### config.mk
export PLATFORM = sky130hd
export DESIGN_NAME = pll_reset_sequencer
export DESIGN_NICKNAME = d
export VERILOG_FILES = /design/src/rtl/addatone_clk_pkg.sv /design/src/rtl/sync_2ff.sv /design/src/rtl/pll_reset_sequencer.sv
export SDC_FILE = /design/constraint.sdc
export NUM_CORES = 1
export LEC_CHECK = 0
export BUFFER_PORTS_ARGS = -buffer_cell sky130_fd_sc_hd__buf_2
export CORE_MARGIN = 8
export CORE_UTILIZATION = 58
export CTS_CLUSTER_DIAMETER = 40
export DETAILED_ROUTE_END_ITERATION = 10
export PLACE_DENSITY = 0.88
export SYNTH_ARGS = -nofsm -noshare
export SYNTH_HDL_FRONTEND = slang
export SYNTH_SLANG_ARGS = --single-unit
export TNS_END_PERCENT = 50
### constraint.sdc
create_clock -name i_Clock -period 2.54 [get_ports i_Clock]
set_input_delay 0.508 -clock i_Clock [delete_from_list [all_inputs] [get_ports i_Clock]]
set_output_delay 0.508 -clock i_Clock [all_outputs]
set_load 0.01 [all_outputs]
### src/rtl/addatone_clk_pkg.sv
// Shared clocking definitions: sequencer state encoding, default timing
// parameters and small helpers used by the PLL reset sequencer.
package addatone_clk_pkg;

  localparam int unsigned DEF_PLL_RST_CYCLES = 16;
  localparam int unsigned DEF_LOCK_STABLE    = 64;
  localparam int unsigned DEF_LOCK_TIMEOUT   = 12000;  // 1 ms at 12 MHz
  localparam int unsigned DEF_RESET_HOLD     = 256;
  localparam int unsigned RELOCK_W           = 8;

  typedef enum logic [1:0] {
    PLL_RST   = 2'd0,
    WAIT_LOCK = 2'd1,
    HOLD      = 2'd2,
    RUN       = 2'd3
  } seq_state_e;

  function automatic int unsigned max_u(input int unsigned a, input int unsigned b);
    return (a > b) ? a : b;
  endfunction

  function automatic logic [RELOCK_W-1:0] sat_inc(input logic [RELOCK_W-1:0] v);
    return (v == '1) ? v : v + 1'b1;
  endfunction

endpackage

### src/rtl/sync_2ff.sv
// Two-flop synchronizer for bringing slow asynchronous level signals into
// the clk domain. Output is valid two clk edges after the input settles.
module sync_2ff #(
  parameter int unsigned WIDTH = 1
) (
  input  logic             clk,
  input  logic             rst_n,
  input  logic [WIDTH-1:0] d,
  output logic [WIDTH-1:0] q
);

  logic [WIDTH-1:0] meta_q;
  logic [WIDTH-1:0] sync_q;

  // NOTE: non-blocking assignments make meta_q and sync_q two real stages;
  // blocking ones here would collapse the chain into a single flop.
  always_ff @(posedge clk or negedge rst_n) begin
    if (!rst_n) begin
      meta_q <= '0;
      sync_q <= '0;
    end else begin
      meta_q <= d;
      sync_q <= meta_q;
    end
  end

  assign q = sync_q;

endmodule

### src/rtl/pll_reset_sequencer.sv
// Pulses the PLL reset, waits for a stable lock, holds the downstream reset
// for a while, then releases it; any lock loss or timeout restarts the cycle.
module pll_reset_sequencer
  import addatone_clk_pkg::*;
#(
  parameter int unsigned PLL_RST_CYCLES = DEF_PLL_RST_CYCLES,
  parameter int unsigned LOCK_STABLE    = DEF_LOCK_STABLE,
  parameter int unsigned LOCK_TIMEOUT   = DEF_LOCK_TIMEOUT,
  parameter int unsigned RESET_HOLD     = DEF_RESET_HOLD
) (
  input  logic                i_Clock,
  input  logic                i_Reset_n,
  input  logic                i_PLL_Lock,
  output logic                o_PLL_Reset,
  output logic                o_Reset_n,
  output logic                o_Locked,
  output logic [RELOCK_W-1:0] o_Relock_Count
);

  localparam int unsigned CNT_MAX =
    max_u(max_u(PLL_RST_CYCLES, LOCK_STABLE), max_u(LOCK_TIMEOUT, RESET_HOLD));
  localparam int unsigned CNT_W  = $clog2(CNT_MAX + 1);
  localparam int unsigned STAB_W = $clog2(LOCK_STABLE + 1);

  localparam logic [CNT_W-1:0]  RST_LAST  = CNT_W'(PLL_RST_CYCLES - 1);
  localparam logic [CNT_W-1:0]  TMO_LAST  = CNT_W'(LOCK_TIMEOUT - 1);
  localparam logic [CNT_W-1:0]  HOLD_LAST = CNT_W'(RESET_HOLD - 1);
  localparam logic [STAB_W-1:0] STAB_LAST = STAB_W'(LOCK_STABLE - 1);

  logic lock_s;

  sync_2ff #(.WIDTH(1)) u_lock_sync (
    .clk   (i_Clock),
    .rst_n (i_Reset_n),
    .d     (i_PLL_Lock),
    .q     (lock_s)
  );

  seq_state_e          state_q,   state_d;
  logic [CNT_W-1:0]    cnt_q,     cnt_d;
  logic [STAB_W-1:0]   stab_q,    stab_d;
  logic [RELOCK_W-1:0] relock_q,  relock_d;
  logic                pll_rst_q, pll_rst_d;
  logic                rst_n_q,   rst_n_d;
  logic                locked_q,  locked_d;

  always_comb begin
    // NOTE: every _d gets a default before the case, so no path can leave
    // one unassigned and infer a latch.
    state_d  = state_q;
    cnt_d    = cnt_q + 1'b1;
    stab_d   = '0;
    relock_d = relock_q;

    unique case (state_q)
      PLL_RST: begin
        if (cnt_q == RST_LAST) begin
          state_d = WAIT_LOCK;
          cnt_d   = '0;
        end
      end
      WAIT_LOCK: begin
        // Acceptance is tested first so a lock that completes its stable run
        // on the timeout cycle still wins.
        stab_d = lock_s ? stab_q + 1'b1 : '0;
        if (lock_s && (stab_q == STAB_LAST)) begin
          state_d = HOLD;
          cnt_d   = '0;
        end else if (cnt_q == TMO_LAST) begin
          state_d  = PLL_RST;
          cnt_d    = '0;
          relock_d = sat_inc(relock_q);
        end
      end
      HOLD: begin
        if (!lock_s) begin
          state_d  = PLL_RST;
          cnt_d    = '0;
          relock_d = sat_inc(relock_q);
        end else if (cnt_q == HOLD_LAST) begin
          state_d = RUN;
          cnt_d   = '0;
        end
      end
      RUN: begin
        cnt_d = '0;
        if (!lock_s) begin
          state_d  = PLL_RST;
          relock_d = sat_inc(relock_q);
        end
      end
      default: begin
        state_d = PLL_RST;
        cnt_d   = '0;
      end
    endcase

    // Outputs decode the next state so they change on the same edge as it.
    pll_rst_d = (state_d == PLL_RST);
    rst_n_d   = (state_d == RUN);
    locked_d  = (state_d == RUN);
  end

  always_ff @(posedge i_Clock or negedge i_Reset_n) begin
    if (!i_Reset_n) begin
      state_q   <= PLL_RST;
      cnt_q     <= '0;
      stab_q    <= '0;
      relock_q  <= '0;
      pll_rst_q <= 1'b1;
      rst_n_q   <= 1'b0;
      locked_q  <= 1'b0;
    end else begin
      state_q   <= state_d;
      cnt_q     <= cnt_d;
      stab_q    <= stab_d;
      relock_q  <= relock_d;
      pll_rst_q <= pll_rst_d;
      rst_n_q   <= rst_n_d;
      locked_q  <= locked_d;
    end
  end

  assign o_PLL_Reset    = pll_rst_q;
  assign o_Reset_n      = rst_n_q;
  assign o_Locked       = locked_q;
  assign o_Relock_Count = relock_q;

endmodule
==> out/metrics.csv <==
stage,metric,value,unit
grt,grt_pass1_wl,5.395,mm
critical_path,worst-path-max-fanout,7,
grt,grt_pass1_vias,1233,
synthesis,ys_warn_count,0,
timing,rsz0062_at_grt,no,
critical_path,critPathLaunchType,register,
critical_path,cp.arrival,2.30,ns
timing,clock_skew,0.01035,ns
synthesis,syn_avg_cell_area,10.68,sq um
timing,finalSetupViolations,0,
synthesis,synth_cells,159,
floorplan,die-width,70.11,microns
layout,layout.nets,180,
drt,routed_wl,3.013,mm
place,hpwlAfterDp,2.140,mm
pwr,p_leak,0.0008499,uW
cts,cts_resized,0,
cts,cts_setup_buffers,0,
floorplan,ios,14,
grt,grt_usage,13.09,%
synthesis,seq_area_frac_synth,51.66,%
grt,grt_max_degree,36,
job,maxCapViolCount,0,
synthesis,async_flop_share,100.0,%
min_path,worstHoldPathType,in2async,
synthesis,syn-cell-area,1698,sq um
floorplan,core_area,2781,sq um
cts,max-clock-path-buffers,2,
critical_path,path_class,reg2reg,
cts,insertion_delay,0.33,ns
drt,antenna_left,0,
timing,fmax,0.4838,GHz
timing,fin_crit_sh,81.38,%
timing,worstMarginPinSlew,0.7325,ns
drt,via_count,1175,
grt,grt_overflow,0,
timing,slew_headroom,51.17,%
grt,antenna_found_initial,0,
outcome,outcome,finished clean,
drt,routed_via_density,5.704,
synthesis,synth_fp_nets,165,
cts,numCtsBuffers,5,
synthesis,synth_flop_cell,dfrtp_1,
critical_path,cp.required,2.77,ns
layout,drive_above_1_share,17.14,%
cts,h-tree-depth,2,
floorplan,die-area,4915,sq um
synthesis,ys_top_cells_by_count,"dfrtp_1 (34), nor2_1 (18), xnor2_1 (17)",
timing,hold_viol,0,
floorplan,rows,19,
synthesis,ys_ff_latch,35,
pwr,p_per_area,482.3,nW/um^2
synthesis,synth.distinct_cells,40,
cts,cts_tree,done,
floorplan,die_height,70.11,microns
pwr,irDropWorstVdd,0.3909,mV
synthesis,synth_edf_count,0,
floorplan,start_util,61.04,%
timing,slew_violations,0,
synthesis,ys_top_cells_by_area,"dfrtp_1 (50%), xnor2_1 (8.8%), nor2_1 (4.0%), nand3_1 (3.5%), and3_1 (2.6%)",
layout,antenna_cells,0,
timing,post-route-min-period,2.067,ns
place,placed_cell_area,1759,sq um
place,dp_cells,198,
drt,drtPass1Iterations,4,
critical_path,end_kind,register,
layout,fin_cells,206,
synthesis,synth_most_common_cell,dfrtp_1,
cts,clockRootBuffer,clkbuf_4,
drt,drtIter0Drc,65,
place,port_buffers,13,
cts,cts_hold_buf,0,
cts,clkTransAtPathRegs,0.10,ns
synthesis,synth.top_cell.area_share,50.11,%
place,place.gp.congestion,0.8688,
synthesis,synth.largest_area_cell,dfrtp_1,
drt,wire_per_inst,14.63,microns
timing,setup_tns,0,ns
layout,syn2layout_area_growth,6.559,%
layout,fin_area,1809,sq um
cts,cts_sinks,35,
drt,drc,0,
==> path summary, 6_finish.rpt <==
kind / startpoint / to / slack (ns) / cells past startpoint
worst max-delay path: stab_q[0]$_DFF_PN0_ / o_Relock_Count[1]$_DFFE_PN0P_ / 0.47 / 6
worst min-delay path: i_Reset_n / o_Relock_Count[4]$_DFFE_PN0P_ / 0.21 / 1
worst max register to register: stab_q[0]$_DFF_PN0_ / o_Relock_Count[1]$_DFFE_PN0P_ / 0.47 / 6
worst min register to register: u_lock_sync.meta_q$_DFF_PN0_ / u_lock_sync.q$_DFF_PN0_ / 0.36 / 0
max in group asynchronous: i_Reset_n / cnt_q[10]$_DFF_PN0_ / 1.85 / 1
min in group i_Clock: i_PLL_Lock / u_lock_sync.meta_q$_DFF_PN0_ / 0.27 / 1
==> sequential cells by signal (all words and copies together) (netlist names) <==
| register | flops |
|---|---|
| o_Locked | 1 |
| state_q | 2 |
| cnt_q | 14 |
| u_lock_sync.q | 1 |
| u_lock_sync.meta_q | 1 |
| o_PLL_Reset | 1 |
| o_Relock_Count | 8 |
| stab_q | 7 |
==> cells in the final DEF, fill, tap and decap left out, types with 2 or more instances in the layout <==
master    netlist  routed
dfrtp_1        34      34
nor2_1         18      18
xnor2_1        17      17
buf_2           0      13
nand3_1        12      12
nand2_1        10      10
and3_1          7       7
nor3_1          6       6
inv_1           6       6
nor4_1          5       5
xor2_1          5       5
clkbuf_4        0       5
a21oi_1         3       3
nor2_2          3       3
ha_1            3       3
or2_1           2       2
or4_1           2       2
nor3b_1         2       2
clkbuf_1        1       2
==> layer usage <==
layer  routed length, microns  vias up  global-route usage [%]  share of wire (%)
li1                         -      578                       -                  -
met5                        0        -                       0                  0
met1                     1287      567                   15.76                 43
met2                     1556       27                   21.52                 52
met3                      139        3                   3.955                4.6
met4                       29        0                   4.688               0.96
==> critical path: stages (launching register included) <==
cell and delay, ns:
dfrtp_1 0.39, ha_1 0.19, nand3_1 0.14, nor3_1 0.52, a31oi_2 0.27, nand2_2 0.15, mux2_4 0.30
==> layout make-up <==
cell class / instances / area, sq um
Fill cell: 231 / 972.2
Sequential cell: 35 / 877.1
Multi-Input combinational cell: 113 / 755.7
Timing Repair Buffer: 13 / 65.06
Clock buffer: 7 / 45.04
Tap cell: 31 / 38.79
Inverter: 6 / 22.52
Clock inverter: 1 / 5.005
==> where the power goes <==
part	total (uW)	internal, uW	switching [uW]
Clock	285	108	177
Sequential	567	562	4.71
Combinational	20.7	5.17	15.6
==> through the flow <==
step	power, uW	worst slack [ns]	hold slack, ns	utilization [%]
floorplan	584.8	0.6584	0.2124	-
global placement	597.6	0.5663	0.3340	63.25
detailed placement	599.6	0.5198	0.3347	63.25
CTS	885.8	0.4500	0.2370	65.05
global route	911.4	0.3324	0.2533	65.05
finish	872.6	0.4731	0.2128	65.05
==> kinds of logic after synthesis <==
family | share of synthesized area [%]
multiplexers | 0.8840
flip-flops | 51.66
AND/OR/NAND/NOR | 23.29
adder cells (fa/ha/maj) | 2.211
XOR/XNOR | 11.35
buffers and inverters | 3.831
AO/OA/AOI/OAI | 6.780
No activity file was read; power rests on OpenSTA's default activity.
